**config.mk**
```make
export PLATFORM = sky130hd
export DESIGN_NAME = mod_stream_accumulator
export DESIGN_NICKNAME = d
export VERILOG_FILES = /design/src/rtl/mod_stream_accumulator.sv
export SDC_FILE = /design/constraint.sdc
export NUM_CORES = 1
export LEC_CHECK = 0
export BUFFER_PORTS_ARGS = -buffer_cell sky130_fd_sc_hd__buf_2
export CORE_MARGIN = 1.5
export CORE_UTILIZATION = 55
export DETAILED_ROUTE_END_ITERATION = 8
export GPL_TIMING_DRIVEN = 0
export PLACE_DENSITY = 0.75
export SLEW_MARGIN = 0
export SYNTH_ARGS = -nofsm -noshare
export SYNTH_HDL_FRONTEND = slang
export SYNTH_SLANG_ARGS = --single-unit
```
**constraint.sdc**
```tcl
create_clock -name clk -period 8.5 [get_ports clk]
set_input_delay 0 -clock clk [delete_from_list [all_inputs] [get_ports clk]]
set_output_delay 0 -clock clk [all_outputs]
set_load 0.02 [all_outputs]
```
**src/rtl/mod_stream_accumulator.sv**
```systemverilog
// Streaming accumulator: folds valid/ready operands into a running residue
// modulo M = 2^N - K and presents each frame result on a valid/ready port.
module mod_stream_accumulator #(
  parameter int N     = 7,
  parameter int CNT_W = 8
) (
  input  logic             clk,
  input  logic             rst_n,
  input  logic [N-1:0]     k,
  input  logic             in_valid,
  output logic             in_ready,
  input  logic [N-1:0]     in_data,
  input  logic             in_last,
  output logic             out_valid,
  input  logic             out_ready,
  output logic [N-1:0]     out_sum,
  output logic [CNT_W-1:0] out_count,
  output logic             out_range_err,
  output logic             out_cfg_err
);

  typedef enum logic [1:0] {IDLE, ACC, DONE} state_e;

  state_e           state_q, state_d;
  logic [N-1:0]     acc_q, acc_d;
  logic [N-1:0]     k_q, k_d;
  logic [CNT_W-1:0] count_q, count_d;
  logic             range_err_q, range_err_d;
  logic             cfg_err_q, cfg_err_d;

  logic             beat;
  logic [N-1:0]     k_eff;
  logic [N:0]       mod_m;
  logic             b_over;
  logic [N-1:0]     b_corr;
  logic [N-1:0]     a_op;
  logic [N:0]       raw_sum;
  logic [N-1:0]     mod_sum;

  // in_ready is gated by rst_n so it reads 0 for the whole reset window.
  assign in_ready = rst_n & (state_q != DONE);
  assign beat     = in_valid & in_ready;

  // Single modular adder in the loop. The first beat of a frame uses the live
  // k (it is being latched this cycle) and a zero accumulator operand.
  always_comb begin
    k_eff   = (state_q == IDLE) ? k : k_q;
    mod_m   = {1'b1, {N{1'b0}}} - {1'b0, k_eff};
    b_over  = ({1'b0, in_data} >= mod_m);
    b_corr  = b_over ? N'({1'b0, in_data} - mod_m) : in_data;
    a_op    = (state_q == IDLE) ? '0 : acc_q;
    raw_sum = {1'b0, a_op} + {1'b0, b_corr};
    mod_sum = (raw_sum >= mod_m) ? N'(raw_sum - mod_m) : raw_sum[N-1:0];
  end

  always_comb begin
    // NOTE: every next-state signal gets its hold value first so no path
    // through the case leaves one unassigned, which would infer a latch.
    state_d     = state_q;
    acc_d       = acc_q;
    k_d         = k_q;
    count_d     = count_q;
    range_err_d = range_err_q;
    cfg_err_d   = cfg_err_q;
    unique case (state_q)
      IDLE: begin
        if (beat) begin
          k_d         = k;
          cfg_err_d   = (k == '0) | k[N-1];
          acc_d       = mod_sum;
          count_d     = CNT_W'(1);
          range_err_d = b_over;
          state_d     = in_last ? DONE : ACC;
        end
      end
      ACC: begin
        if (beat) begin
          acc_d       = mod_sum;
          count_d     = (&count_q) ? count_q : count_q + CNT_W'(1);
          range_err_d = range_err_q | b_over;
          if (in_last) state_d = DONE;
        end
      end
      DONE: begin
        if (out_ready) begin
          state_d     = IDLE;
          acc_d       = '0;
          count_d     = '0;
          range_err_d = 1'b0;
          cfg_err_d   = 1'b0;
        end
      end
      default: state_d = IDLE;
    endcase
  end

  // NOTE: sequential state uses non-blocking assignments so every register
  // samples the pre-edge values regardless of statement order.
  always_ff @(posedge clk or negedge rst_n) begin
    if (!rst_n) begin
      state_q     <= IDLE;
      acc_q       <= '0;
      k_q         <= '0;
      count_q     <= '0;
      range_err_q <= 1'b0;
      cfg_err_q   <= 1'b0;
    end else begin
      state_q     <= state_d;
      acc_q       <= acc_d;
      k_q         <= k_d;
      count_q     <= count_d;
      range_err_q <= range_err_d;
      cfg_err_q   <= cfg_err_d;
    end
  end

  // Result fields are registers muxed onto the port only while presenting.
  assign out_valid     = (state_q == DONE);
  assign out_sum       = (out_valid && !cfg_err_q) ? acc_q : '0;
  assign out_count     = out_valid ? count_q : '0;
  assign out_range_err = out_valid & range_err_q;
  assign out_cfg_err   = out_valid & cfg_err_q;

endmodule

```
==> results.cfg <==
[outcome]
status = completed

[worst_setup_path]
path_buf_inv = 6
critPathRequiredTime_ns = 8.62
rr_startpoint = state_q[1]
worst_ep_arrival_time_ns = 7.25
cp_slowest_cell = clkbuf_1
r2r_slack_ns = 1.37
cp-end-kind = register
crit_path_start_kind = register
r2r_end = acc_q[1]
cp_top_family = adder cells
crit_top_cell = ha_1
critical-path-max-stage-delay_ns = 0.49
criticalPathCategory = reg -> reg
ff2ff_path_depth = 35
critical_path.max_fanout = 10

[cells_and_area]
regArea_sq_um = 651
drive_gt1_share_pct = 19.1
synthToLayoutAreaGrowth_pct = 13.8
postLayoutCoreUtil_pct = 66.7
nFillCells = 394
n_antenna_cell = 0
nNetsFinal = 394
fin_area_sq_um = 2980
layout_common_cells = buf_2 (39), ha_1 (26), dfrtp_1 (26)
mostFrequentLayoutCell = buf_2
multi_input_area_sq_um = 1870

[global_route]
grt_pass1_wl_um = 10000
grt_max_degree = 29
grt_pass1_vias = 2210
overflow = 0
antenna_found_initial = 0
track_usage_pct = 24.3

[detailed_routing]
drc = 0
num_vias = 2300
drt-pass1-iter-count = 4
wl_met3_um = 226
drt-total-wl_um = 5930
vias_per_cell = 5.79
drt_iter0_markers = 58
wire_per_inst_um = 14.9
wl_met2_um = 2780
ant_nets = 0
dr.max_layer_used = met4
met1_length_um = 2870

[sta]
slew_headroom_pct = 30.1
drv_slew = 0
finalCritPeriodShare_pct = 83.9
clock_skew_ns = 0.0104
fin_worst_hold_slack_ns = 0.00984
tns_ns = 0
final-setup-viol-count = 0
clock.fmax_mhz = 140
rsz0062_at_grt = no
hold_viol = 0
min_period_ns = 7.13
worstMarginPinSlew_ns = 1.04

[clocking]
clockBufferDepth = 2
root_buffer = clkbuf_8
cts_resized = 0
clk_latency_ns = 0.29
cts_htree_levels = 1
cts_tree = yes
cts-buffers-inserted = 3
clk_pin_slew_ns = 0.11
clock_sinks = 26

[floorplanning]
die_height_um = 72.1
start_util_pct = 58.6
io_pins = 38
coreArea_sq_um = 4470
die_area_sq_um = 5190
die_x_um = 72.1
rows = 24

[synthesis]
yosys_warnings = 0
synth-async-reset-ratio_pct = 100
synth_flop_cell = dfrtp_1
synth.distinct_cells = 52
syn_nets = 348
syn-instance-count = 300
seq_area_frac_synth_pct = 24.8
ys_ff_latch = 26
synth_area_per_cell_sq_um = 8.74
syn_area_sq_um = 2620
synth-edff-count = 0

[place]
place_area_sq_um = 2870
place_hpwl_um = 4610
place_congestion = 0.921
io_buffers = 37

[hold_path]
hold_path_class = in -> reg
hold_depth = 2
min-delay-start = k[5]
min_to = k_q[5]

[job]
cap_violations = 0
==> cell type report <==
class / count / share of cell area (%)
buffer: 9 / 1.59
clock buffer: 3 / 1.38
clock inverter: 1 / 1.01
inverter: 14 / 1.76
multi-input combinational: 251 / 62.7
sequential: 26 / 21.8
tap: 52 / 2.18
timing repair buffer: 41 / 7.55
==> synthesized netlist by cell type (2+ instances only) <==
master	n	area share [%]
dfrtp_1	26	25
ha_1	26	12
and2_1	18	4.3
o21ai_0	18	3.4
nand2_1	17	2.4
nor2_1	16	2.3
inv_1	14	2.0
a21oi_1	12	2.3
nor2b_1	12	2.9
nand3_1	11	2.1
xnor2_1	10	3.3
nand2b_1	9	2.1
nor3_1	9	1.7
o21ai_1	9	1.7
a21o_1	8	2.3
mux2_2	8	3.4
mux2i_1	8	3.1
xor2_1	8	2.7
and3_1	5	1.2
clkbuf_1	5	0.72
a31oi_1	4	0.95
mux2_4	4	2.3
fa_1	3	2.3
nand4_1	3	0.72
o31ai_1	3	0.86
a41o_1	2	0.76
buf_2	2	0.38
nor3b_1	2	0.57
o21a_1	2	0.57
o311ai_1	2	0.67
or3_1	2	0.48
or4_4	2	0.86
==> metrics by stage <==
stage	cells	setup WS [ns]
2_1_floorplan	300	2.58
3_3_place_gp	389	1.57
3_5_place_dp	389	1.48
4_1_cts	397	1.39
5_1_grt	397	0.707
6_report	397	1.37
==> per-layer routing <==
metal  GRT usage [%]  up-vias
met3            2.64        5
met5               0        -
met1            33.4     1081
li1                -     1170
met2            41.3       44
met4            5.87        0
==> timing repair <==
action / 4_1_cts / 5_1_grt
endpoints found under the hold margin: 29 / 0
hold buffers: 4 / 0
buffers inserted: 0 / 0
==> state kept, by name, indices dropped and copies added, names as in the netlist <==
register     cells
acc_q            7
cfg_err_q        1
count_q          8
k_q              7
range_err_q      1
state_q          2
==> worst max-delay path by stage <==
stage | endpoint | slack [ns] | cells after the start | start
after global placement | acc_q[1] | 1.57 | 35 | state_q[0]
after detailed placement | acc_q[1] | 1.48 | 35 | state_q[1]
final | acc_q[1] | 1.37 | 35 | state_q[1]
after floorplan | acc_q[1] | 2.58 | 32 | state_q[1]
after global routing | acc_q[1] | 0.71 | 34 | state_q[1]
after CTS | acc_q[1] | 1.39 | 35 | state_q[1]
==> cell families (layout without fill, tap and decap cells) <==
logic type	after synthesis	in the layout	synth area share [%]
buffers and inverters	23	68	3.82
multiplexers	20	20	8.78
AND/OR/NAND/NOR	113	113	24.4
AO/OA/AOI/OAI	70	70	17.1
adder cells (fa/ha/maj)	30	30	15.1
flip-flops	26	26	24.8
XOR/XNOR	18	18	6.01
Power is left out: the tool's default activity adds up to more than one toggle a clock period on the data nets, which glitch-free logic cannot reach.
